File: src/rtl/bmf_basis_decoder.sv
// Streaming basis-matrix decoder: rebuilds an M-bit approximate output from a K-bit
// latent code using a runtime-loaded basis, with optional error statistics.
module bmf_basis_decoder #(
   parameter int K     = 3,
   parameter int M     = 6,
   parameter int CNT_W = 16,
   localparam int RW   = (K > 1) ? $clog2(K) : 1,
   localparam int PW   = $clog2(M + 1)
) (
   input  logic             clk,
   input  logic             rst_n,
   input  logic             cfg_we,
   input  logic [RW-1:0]    cfg_row,
   input  logic [M-1:0]     cfg_data,
   input  logic             cfg_commit,
   input  logic             cfg_xor,
   output logic             cfg_err,
   input  logic             s_valid,
   output logic             s_ready,
   input  logic [K-1:0]     s_code,
   input  logic [M-1:0]     s_ref,
   output logic             m_valid,
   input  logic             m_ready,
   output logic [M-1:0]     m_out,
   output logic [M-1:0]     m_err,
   input  logic             stat_clr,
   output logic [CNT_W-1:0] stat_samples,
   output logic [CNT_W-1:0] stat_err_samples,
   output logic [CNT_W-1:0] stat_err_bits
);

   typedef enum logic {LOAD, RUN} state_t;

   state_t          state;
   logic            xor_mode;
   logic [M-1:0]    basis [K];
   logic [M-1:0]    dec;
   logic [PW-1:0]   pop;
   logic [CNT_W:0]  bits_sum;
   logic            row_bad;
   logic            accept;
   logic            handoff;

   assign row_bad = ({1'b0, cfg_row} >= (RW + 1)'(K));
   assign s_ready = (state == RUN) && (!m_valid || m_ready);
   assign accept  = s_valid && s_ready;
   assign handoff = m_valid && m_ready;

   // Configuration FSM: basis is writable only in LOAD; any config access in RUN is flagged.
   always_ff @(posedge clk or negedge rst_n) begin
      if (!rst_n) begin
         state    <= LOAD;
         xor_mode <= 1'b0;
         cfg_err  <= 1'b0;
         for (int i = 0; i < K; i++) basis[i] <= '0;
      end else begin
         case (state)
            LOAD: begin
               if (cfg_we) begin
                  if (row_bad) cfg_err <= 1'b1;
                  for (int i = 0; i < K; i++)
                     if (!row_bad && cfg_row == RW'(i)) basis[i] <= cfg_data;
               end
               if (cfg_commit) begin
                  xor_mode <= cfg_xor;
                  state    <= RUN;
               end
            end
            RUN: begin
               if (cfg_we || cfg_commit) cfg_err <= 1'b1;
            end
            default: state <= LOAD;
         endcase
      end
   end

   always_comb begin
      dec = '0;
      for (int i = 0; i < K; i++)
         if (s_code[i]) dec = xor_mode ? (dec ^ basis[i]) : (dec | basis[i]);
   end

   // Single output register; holds while stalled and refills in the same cycle as a handoff.
   always_ff @(posedge clk or negedge rst_n) begin
      if (!rst_n) begin
         m_valid <= 1'b0;
         m_out   <= '0;
         m_err   <= '0;
      end else if (accept) begin
         m_valid <= 1'b1;
         m_out   <= dec;
         m_err   <= dec ^ s_ref;
      end else if (handoff) begin
         m_valid <= 1'b0;
      end
   end

   always_comb begin
      pop = '0;
      for (int j = 0; j < M; j++) pop = pop + PW'(m_err[j]);
   end

   assign bits_sum = {1'b0, stat_err_bits} + (CNT_W + 1)'(pop);

   // Saturating statistics; a clear wins over a coincident handoff.
   always_ff @(posedge clk or negedge rst_n) begin
      if (!rst_n) begin
         stat_samples     <= '0;
         stat_err_samples <= '0;
         stat_err_bits    <= '0;
      end else if (stat_clr) begin
         stat_samples     <= '0;
         stat_err_samples <= '0;
         stat_err_bits    <= '0;
      end else if (handoff) begin
         if (stat_samples != '1) stat_samples <= stat_samples + 1'b1;
         if (m_err != '0 && stat_err_samples != '1)
            stat_err_samples <= stat_err_samples + 1'b1;
         stat_err_bits <= bits_sum[CNT_W] ? '1 : bits_sum[CNT_W-1:0];
      end
   end

endmodule

File: config.mk
export PLATFORM = sky130hd
export DESIGN_NAME = bmf_basis_decoder
export DESIGN_NICKNAME = d
export VERILOG_FILES = /design/src/rtl/bmf_basis_decoder.sv
export SDC_FILE = /design/constraint.sdc
export NUM_CORES = 1
export LEC_CHECK = 0
export BUFFER_PORTS_ARGS = -buffer_cell sky130_fd_sc_hd__buf_4
export CORE_MARGIN = 4
export CORE_UTILIZATION = 31
export CTS_CLUSTER_SIZE = 16
export DETAILED_ROUTE_END_ITERATION = 12
export PLACE_DENSITY = 0.53
export SLEW_MARGIN = 20
export SYNTH_ARGS = -nofsm -noshare
export SYNTH_HDL_FRONTEND = slang
export SYNTH_SLANG_ARGS = --single-unit
File: constraint.sdc
create_clock -name clk -period 6.1 [get_ports clk]
set_clock_uncertainty 0.1 [all_clocks]
set_input_delay 1.22 -clock clk [delete_from_list [all_inputs] [get_ports clk]]
set_output_delay 1.22 -clock clk [all_outputs]
set_load 0.03 [all_outputs]
==> impl_metrics.toml, run 1 <==
[run]
maxCapViolations = 0

[drt]
drt_drc_violations_left = 0
antenna_nets_post_route = 0
violation_count_after_the_first_detailed_routing_iteration = 222
wire_per_inst_um = 14.7
num_vias = 3816
drt-pass1-iter-count = 5
vias_per_cell = 5.04
wirelength_um = 11200

[yosys]
synth_nets = 535
synth_top_family_by_area = "simple AND/OR/NAND/NOR gates"
mux_share_of_post_synthesis_cell_area = 0.0424
synthesis.area_mm2 = 0.00463
yosys_warnings = 0
synth.avg_cell_area_um2 = 9.50
compound_cell_area_share_of_the_yosys_netlist = 0.123
synth_sequential_area_ratio = 0.443
post_synth_xor_area_fraction = 0.0661
synth-simple-area-share = 0.221
yosys.area_share.adder = 0.0659
synth_seq_cells = 82
syn-instance-count = 488
yosys.cell_types.count = 52

[cts]
cts.sinks = 82
clock_tree_from_tritoncts = "done"
clk-insertion-delay-late_ns = 0.34
htreeDepth = 3
cts.path.max_buffers = 2
cts_inserted_buffers = 9
post-cts-setup-buffers = 0
clock_tree.root_cell = "clkbuf_16"
cts.reportedPaths.clkPinSlew_ns = 0.06
hold_buffer_count_at_cts = 0
cts.repair.resized = 0

[cells_and_area]
finalCoreUtilization = 0.395
num-fill-cells = 1440
stdcell_area_mm2 = 0.00576
area_occupied_by_multi_input_gates_mm2 = 0.00240
antennaDiodeCount = 0
ff_latch_area_mm2 = 0.00205
syn2layout_area_growth_pct = 24.4
finalNonFillerCells = 757
design.final.nets = 615
final_layout_size_suffix_gt1_frac = 0.241

[placement]
place.detailed.hpwl_um = 8190
placedInstanceArea_mm2 = 0.00546
place_ws_ns = 2.75
gp_congestion = 0.778
number_of_i_o_port_buffers = 87
dpl.cell_count = 741

[sta]
slew_headroom = 0.385
final-max-slew-violation-count = 0
rsz0062_at_grt = "no"
fin_hold_ws_ns = 0.389
worst_slack_ns = 2.76
finalCritPeriodShare = 0.548
timing_worst_slew_pin_value_ns = 0.914
timing_hold_violations_final = 0
report.final.setup_viol = 0
fmaxAchievable_mhz = 299
final_period_minus_worst_setup_slack_ns = 3.34
fin_setup_tns_ns = 0

[power_and_ir_drop]
static_leakage_nw = 2.56
power_density_mw_per_mm2 = 263
max-vdd-ir-drop_mv = 0.170
design_power_total_mw = 1.52

[min_path]
hold_path.class = "flop to flop"

[grt]
grt_max_degree = 52
grt_first_pass_wirelength_um = 18700
overall_global_routing_usage = 0.138
first_global_vias = 3630
remaining_overflow_grt = 0
antenna_found_initial = 0

[critical_path]
critPathLaunchType = "flop"
worst_ep_arrival_time_ns = 3.49
worstPathRequired_ns = 6.24
timing.critical_path.to_type = "flop"
worstSetupPathType = "flop to flop"
path_max_fanout = 9

[floorplan]
chipWidth_um = 130
die_height_um = 130
row_count = 44
core_mm2 = 0.0146
starting_density = 0.318
die-area_mm2 = 0.0170
top_level_ports = 88

[status]
run_status = "finished clean"
cell families (layout without fill, tap and decap cells):
kind of cell	after synthesis	after routing
simple gates	198	198
compound gates	87	87
flops	82	82
buf+inv	46	131
xor+xnor	35	35
fa+ha+maj	22	22
mux	18	18
cell usage after synthesis, drive strengths merged:
cell	number	area [um2]
nor2	52	195
inv	24	90.1
nand2b	12	75.1
or2	7	43.8
clkbuf	16	60.1
nand3	17	90.1
a21o	3	22.5
a221oi	2	17.5
a2111oi	2	36.3
ha	18	225
o21a	1	7.51
nor2b	2	12.5
a31o	4	35.0
or4b	1	10.0
and2	3	18.8
or3	1	6.26
nand4b	2	17.5
nand4	12	75.1
o21ai	25	125
buf	6	30.0
dfrtp	82	2050
a211oi	4	30.0
mux2i	5	50.1
or4	3	26.3
nand2	46	173
nor3b	4	41.3
nor3	17	90.1
mux2	13	146
nor4b	2	17.5
fa	4	80.1
xnor2	33	289
xor2	2	17.5
and3	5	31.3
a21oi	25	136
and4b	1	10.0
o21bai	2	15.0
nor4	6	43.8
and3b	2	17.5
a41o	2	20.0
a31oi	9	56.3
a311oi	6	52.6
and4	3	27.5
a22oi	1	7.51
o311a	1	10.0
layout make-up:
| type | count | share of cell area |
|---|---|---|
| timing repair buffer | 91 | 0.119 |
| multi-input combinational | 360 | 0.417 |
| clock inverter | 4 | 0.00868 |
| tap | 184 | 0.0399 |
| sequential | 82 | 0.356 |
| inverter | 24 | 0.0156 |
| clock buffer | 12 | 0.0445 |
power by group:
part           leakage (nW)  internal (mW)  switching (mW)
registers              1.05          0.581          0.0366
logic                  1.37          0.142           0.203
clock network         0.145          0.339           0.216
total                  2.56           1.06           0.455
sequential cells by signal, indices dropped and copies added (netlist names), 6 cells and up:
name              count
m_err                 6
stat_err_samples     16
basis                18
m_out                 6
stat_samples         16
stat_err_bits        16
path summary, 6_finish.rpt:
path / startpoint / endpoint / slack, ns / cells after the start
min in group asynchronous: rst_n / stat_err_bits[8] / 0.77 / 1
max: m_err[0] / stat_err_bits[8] / 2.76 / 10
min reg2reg: cfg_err / cfg_err / 0.39 / 1
max in group asynchronous: rst_n / xor_mode / 4.17 / 2
min: cfg_err / cfg_err / 0.39 / 1
max reg2reg: m_err[0] / stat_err_bits[8] / 2.76 / 10
worst max-delay path: stages, from the launching register on:
cell	delay [ns]
dfrtp_1	0.42
fa_1	0.54
inv_1	0.05
fa_1	0.46
fa_1	0.41
inv_1	0.09
fa_1	0.23
a21oi_1	0.13
nor2_1	0.43
a31oi_1	0.15
a311oi_1	0.25
placed cells by master, fill, tap and decap left out, types with 13 or more instances in the layout:
cell type and n:
dfrtp_1 82, o21ai_0 25, xnor2_1 33, buf_4 91, ha_1 18, nor3_1 16, nand2_1 46, nand3_1 16
a21oi_1 24, inv_1 24, mux2_2 13, nor2_1 52
metal layers:
| metal | vias to the layer above | wire length (um) | global-route usage |
|---|---|---|---|
| met5 | - | 0 | 0 |
| met4 | 0 | 114 | 0.0361 |
| met3 | 10 | 739 | 0.0389 |
| met2 | 109 | 5170 | 0.215 |
| met1 | 1817 | 5130 | 0.190 |
| li1 | 1880 | - | - |
Power figures use the tool's default switching activity.
==> inputs of run 2 (changes only) <==
- ABC_AREA: unset -> 1
- PLACE_DENSITY: 0.53 -> 0.52
- clock period: 6.1 -> 3.21 ns (I/O delays scaled with it)
==> impl_metrics.toml, run 2 <==
[drt]
wire_per_inst_um = 13.3
violation_count_after_the_first_detailed_routing_iteration = 316
drt_drc_violations_left = 0
antenna_nets_post_route = 0
vias_per_cell = 4.63
drt-pass1-iter-count = 5
num_vias = 4896
wirelength_um = 14100

[yosys]
synth_top_cell_area_share = 0.389
synth_sequential_area_ratio = 0.389
synth_enable_flop_cells = 0
most_common_flop_cell_mapped_by_yosys = "dfrtp_1"
synth.avg_cell_area_um2 = 7.08
synthesis.area_mm2 = 0.00527
async_reset_ff_frac = 1.00
yosysTopAreaCell = "dfrtp_1"
synth_nets = 791
yosys.cell_types.count = 34
yosys_warnings = 0
synth_common_cells = "nand2_1, dfrtp_1, nor2_1"
synth_most_common_cell = "nand2_1"
synth_seq_cells = 82
syn-instance-count = 744
synth.area.top_cells = "dfrtp_1, nand2_1, nor2_1"

[floorplan]
row_count = 47
chipWidth_um = 138
die_height_um = 138
top_level_ports = 88
die-area_mm2 = 0.0192
core_mm2 = 0.0166
starting_density = 0.317

[sta]
report.final.setup_viol = 0
final-max-slew-violation-count = 0
fin_hold_ws_ns = 0.187
fmaxAchievable_mhz = 329
slew_headroom = 0.625
rsz0062_at_grt = "yes"
timing_hold_violations_final = 0
timing_worst_slew_pin_value_ns = 0.562
final_period_minus_worst_setup_slack_ns = 3.04
fin_setup_tns_ns = 0
finalCritPeriodShare = 0.947

[grt]
grt_first_pass_wirelength_um = 23500
overall_global_routing_usage = 0.149
remaining_overflow_grt = 0
groute.layer.met3.usage = 0.0252
grt_max_degree = 40
gr-max-usage-layer = "met2"
grt_util_met2 = 0.235
grtUsageMet1 = 0.208
first_global_vias = 4552
antenna_found_initial = 0

[power_and_ir_drop]
power_density_mw_per_mm2 = 469
static_leakage_nw = 3.15
max-vdd-ir-drop_mv = 0.235

[cells_and_area]
antennaDiodeCount = 0
syn2layout_area_growth_pct = 24.5
regMostFlops = "basis"
finalCoreUtilization = 0.394
stdcell_area_mm2 = 0.00656
final_layout_size_suffix_gt1_frac = 0.187
final_common_cell = "nand2_1"
design.final.nets = 880
largest_register_ff_count = 18
mostFrequentLayoutCells = "nand2_1, buf_4, dfrtp_1, nor2_1, inv_1"

[critical_path]
worstPathRequired_ns = 3.32
timing.critical_path.to_type = "flop"
worst_ep_arrival_time_ns = 3.16
r2r.worst_path.cells = 14
worstSetupPathType = "flop to flop"
critPathLaunchType = "flop"
path_max_fanout = 3

[cts]
cts.sinks = 82
cts.path.max_buffers = 2
clock_tree_from_tritoncts = "done"
cts_inserted_buffers = 9
htreeDepth = 3
clock_tree.root_cell = "clkbuf_16"
cts.reportedPaths.clkPinSlew_ns = 0.07
clk-insertion-delay-late_ns = 0.34

[placement]
placedInstanceArea_mm2 = 0.00616
gp_congestion = 0.830
number_of_i_o_port_buffers = 87
place.detailed.hpwl_um = 10600

[status]
run_status = "finished clean"

[run]
maxCapViolations = 0

[min_path]
hold_path.class = "input pin to async pin"
run 2: cell types whose count changed after synthesis, sizes merged, moves of 9 or more:
| cell | change |
|---|---|
| xnor2 | -28 |
| inv | +59 |
| mux2 | -13 |
| nand2b | -12 |
| a21oi | -19 |
| nand3 | +42 |
| nor2 | +32 |
| o21ai | +50 |
| nand2 | +213 |
| nor3 | -12 |
| clkbuf | -10 |
| a31oi | -9 |
run 2: metrics by stage:
step,std cells,total power [mW],setup slack (ns)
floorplan,744,1.60,0.0993
global placement,1041,1.86,0.0476
detailed placement,1041,1.86,-0.0253
CTS,1057,3.12,0.0439
global route,1058,3.26,-0.00141
finish,1058,3.08,0.169
run 2: what timing repair did:
| action | in CTS | in global routing |
|---|---|---|
| pin swaps | 0 | 3 |
| setup buffers | 0 | 1 |
| hold buffers | 0 | 0 |
| gates cloned | 0 | 0 |
| endpoints found under the setup margin | 5 | 15 |
| gates resized for setup | 2 | 11 |
run 2: cell families (layout without fill, tap and decap cells):
family | count (synthesis) | count (layout) | synth area share
buffers and inverters | 104 | 198 | 0.0807
AO/OA/AOI/OAI | 95 | 95 | 0.107
AND/OR/NAND/NOR | 426 | 426 | 0.340
XOR/XNOR | 15 | 15 | 0.0249
flip-flops | 82 | 82 | 0.389
adder cells (fa/ha/maj) | 22 | 22 | 0.0579
run 2: layer usage:
layer | vias up | share of wire | wire [um]
met2 | 77 | 0.46 | 6560
li1 | 2553 | - | -
met5 | - | 0 | 0
met1 | 2255 | 0.49 | 6890
met4 | 0 | 0.012 | 176
met3 | 11 | 0.035 | 497
run 2: power breakdown:
group          internal (mW)  leakage [nW]  switching (mW)
logic                  0.251          1.88           0.437
registers               1.10          1.10          0.0588
clock network          0.804         0.169           0.429
run 2: cell type report:
cell class                      instances  area (um2)
Clock buffer                           12         256
Clock inverter                          4        97.6
Fill cell                            1775       10100
Inverter                               86         323
Multi-Input combinational cell        558        2840
Sequential cell                        82        2050
Tap cell                              220         275
Timing Repair Buffer                   96         721
run 2: worst paths after layout:
check,from,end,slack [ns]
worst min register to register,m_out[2],m_out[2],0.38
worst min-delay path,rst_n,stat_err_bits[7],0.19
min in group clk,m_out[2],m_out[2],0.38
worst max-delay path,m_err[0],stat_err_bits[8],0.17
worst max register to register,m_err[0],stat_err_bits[8],0.17
max in group asynchronous,rst_n,stat_samples[5],2.10
run 2: worst max-delay path: stages, from the launching register on:
cell and delay (ns):
dfrtp_1 0.41, fa_1 0.54, inv_1 0.05, fa_1 0.45, fa_2 0.35, inv_1 0.07
fa_1 0.18, nand2_1 0.08, nand2_2 0.12, nand2_2 0.09, buf_4 0.15, o21ai_1 0.12
nand3_1 0.08, nand2_1 0.06, o21ai_0 0.07
==> inputs of run 3 (changes only) <==
- SETUP_SLACK_MARGIN: unset -> 0.2
==> impl_metrics.toml, run 3 (synthesized netlist as in run 2, its figures left out) <==
[cts]
cts.sinks = 82
clk-insertion-delay-late_ns = 0.34
cts.path.max_buffers = 2
cts_inserted_buffers = 9
htreeDepth = 3
hold_buffer_count_at_cts = 0
clock_tree.root_cell = "clkbuf_16"
clock_tree_from_tritoncts = "done"
cts.reportedPaths.clkPinSlew_ns = 0.07

[cells_and_area]
syn2layout_area_growth_pct = 26.2
final_layout_size_suffix_gt1_frac = 0.201
largest_register_ff_count = 18
finalNonFillerCells = 1059
antennaDiodeCount = 0
design.final.nets = 881
final_common_cell = "nand2_1"
regMostFlops = "basis"
mostFrequentLayoutCells = "nand2_1, buf_4, dfrtp_1, nor2_1, inv_1"
num-fill-cells = 1753
stdcell_area_mm2 = 0.00665
finalCoreUtilization = 0.400

[floorplan]
chipWidth_um = 138
top_level_ports = 88
die_height_um = 138
starting_density = 0.317
die-area_mm2 = 0.0192
row_count = 47
core_mm2 = 0.0166

[critical_path]
worst_ep_arrival_time_ns = 3.16
critPathLaunchType = "flop"
worstPathRequired_ns = 3.38
timing.critical_path.to_type = "flop"
worstSetupPathType = "flop to flop"
path_max_fanout = 7

[grt]
overall_global_routing_usage = 0.151
antenna_found_initial = 0
grt_first_pass_wirelength_um = 24000
first_global_vias = 4643
remaining_overflow_grt = 0
grt_max_degree = 49

[sta]
fmaxAchievable_mhz = 334
fin_hold_ws_ns = 0.150
slew_headroom = 0.645
timing_worst_slew_pin_value_ns = 0.532
final_period_minus_worst_setup_slack_ns = 2.99
timing_hold_violations_final = 0
rsz0062_at_grt = "yes"
final-max-slew-violation-count = 0
fin_setup_tns_ns = 0
report.final.setup_viol = 0
finalCritPeriodShare = 0.932

[placement]
placedInstanceArea_mm2 = 0.00616
place.detailed.hpwl_um = 10500
dpl.cell_count = 1037
gp_congestion = 0.839
number_of_i_o_port_buffers = 87

[drt]
wirelength_um = 14000
num_vias = 4879
wire_per_inst_um = 13.3
antenna_nets_post_route = 0
drt-pass1-iter-count = 4
violation_count_after_the_first_detailed_routing_iteration = 298
vias_per_cell = 4.61
drt_drc_violations_left = 0

[power_and_ir_drop]
max-vdd-ir-drop_mv = 0.237
power_density_mw_per_mm2 = 476
static_leakage_nw = 3.20

[status]
run_status = "finished clean"

[min_path]
hold_path.class = "input pin to async pin"

[run]
maxCapViolations = 0
run 3: cell types whose count changed in the layout (fill, tap and decap cells not counted), sizes merged:
cell | before | now
buf | 96 | 97
bufinv | 3 | 4
clkbuf | 12 | 10
clkinv | 3 | 5
clkinvlp | 1 | 0
run 3: metal layers:
metal / track usage / share of wire / vias up / routed length, um
li1: - / - / 2547 / -
met1: 0.207 / 0.48 / 2224 / 6680
met2: 0.237 / 0.46 / 96 / 6440
met3: 0.0421 / 0.054 / 12 / 751
met4: 0.0374 / 0.012 / 0 / 165
met5: 0 / 0 / - / 0
run 3: final cells by class:
type                    count  area, um2  area share
multi-input cells         558       2880       0.433
flip-flops and latches     82       2060       0.309
repair buffers             97        741       0.111
inverters                  86        323      0.0486
well taps                 220        275      0.0414
clock buffers              10        239      0.0359
clock inverters             6        138      0.0207
run 3: report_power, final:
group / switching [mW] / total (mW) / internal, mW
combinational: 0.435 / 0.693 / 0.258
clock: 0.445 / 1.31 / 0.863
sequential: 0.0639 / 1.16 / 1.10
total: 0.943 / 3.16 / 2.22
run 3: what timing repair did:
action,in CTS,in global routing
pin swaps,6,4
gates resized for setup,13,7
buffers inserted,6,0
gates cloned,0,0
endpoints found under the setup margin,13,16
run 3: per-stage QoR:
stage	total power, mW	worst slack (ns)
4_1_cts	3.21	0.209
5_1_grt	3.36	0.0548
2_1_floorplan	1.61	0.219
3_5_place_dp	1.86	0.0884
6_report	3.16	0.218
3_3_place_gp	1.86	0.165
run 3: critical path, cell delays in order (launching register included):
cell and delay (ns):
dfrtp_2 0.42, fa_1 0.53, inv_1 0.05, fa_1 0.45
fa_2 0.36, inv_2 0.06, fa_2 0.20, nand2_2 0.08
nand2_4 0.11, nand2_4 0.07, nor2_4 0.12, nand3_4 0.13
nand3_2 0.12, nand2_1 0.05, o21ai_1 0.08
run 3: final timing paths:
| path | cells past startpoint | to | slack (ns) | start |
|---|---|---|---|---|
| worst max register to register | 14 | stat_err_bits[7] | 0.22 | m_err[0] |
| worst max-delay path | 14 | stat_err_bits[7] | 0.22 | m_err[0] |
| min in group clk | 2 | m_err[5] | 0.38 | s_ref[5] |
| worst min-delay path | 1 | stat_err_bits[9] | 0.15 | rst_n |
| max in group asynchronous | 2 | state | 2.21 | rst_n |
| worst min register to register | 1 | cfg_err | 0.38 | cfg_err |
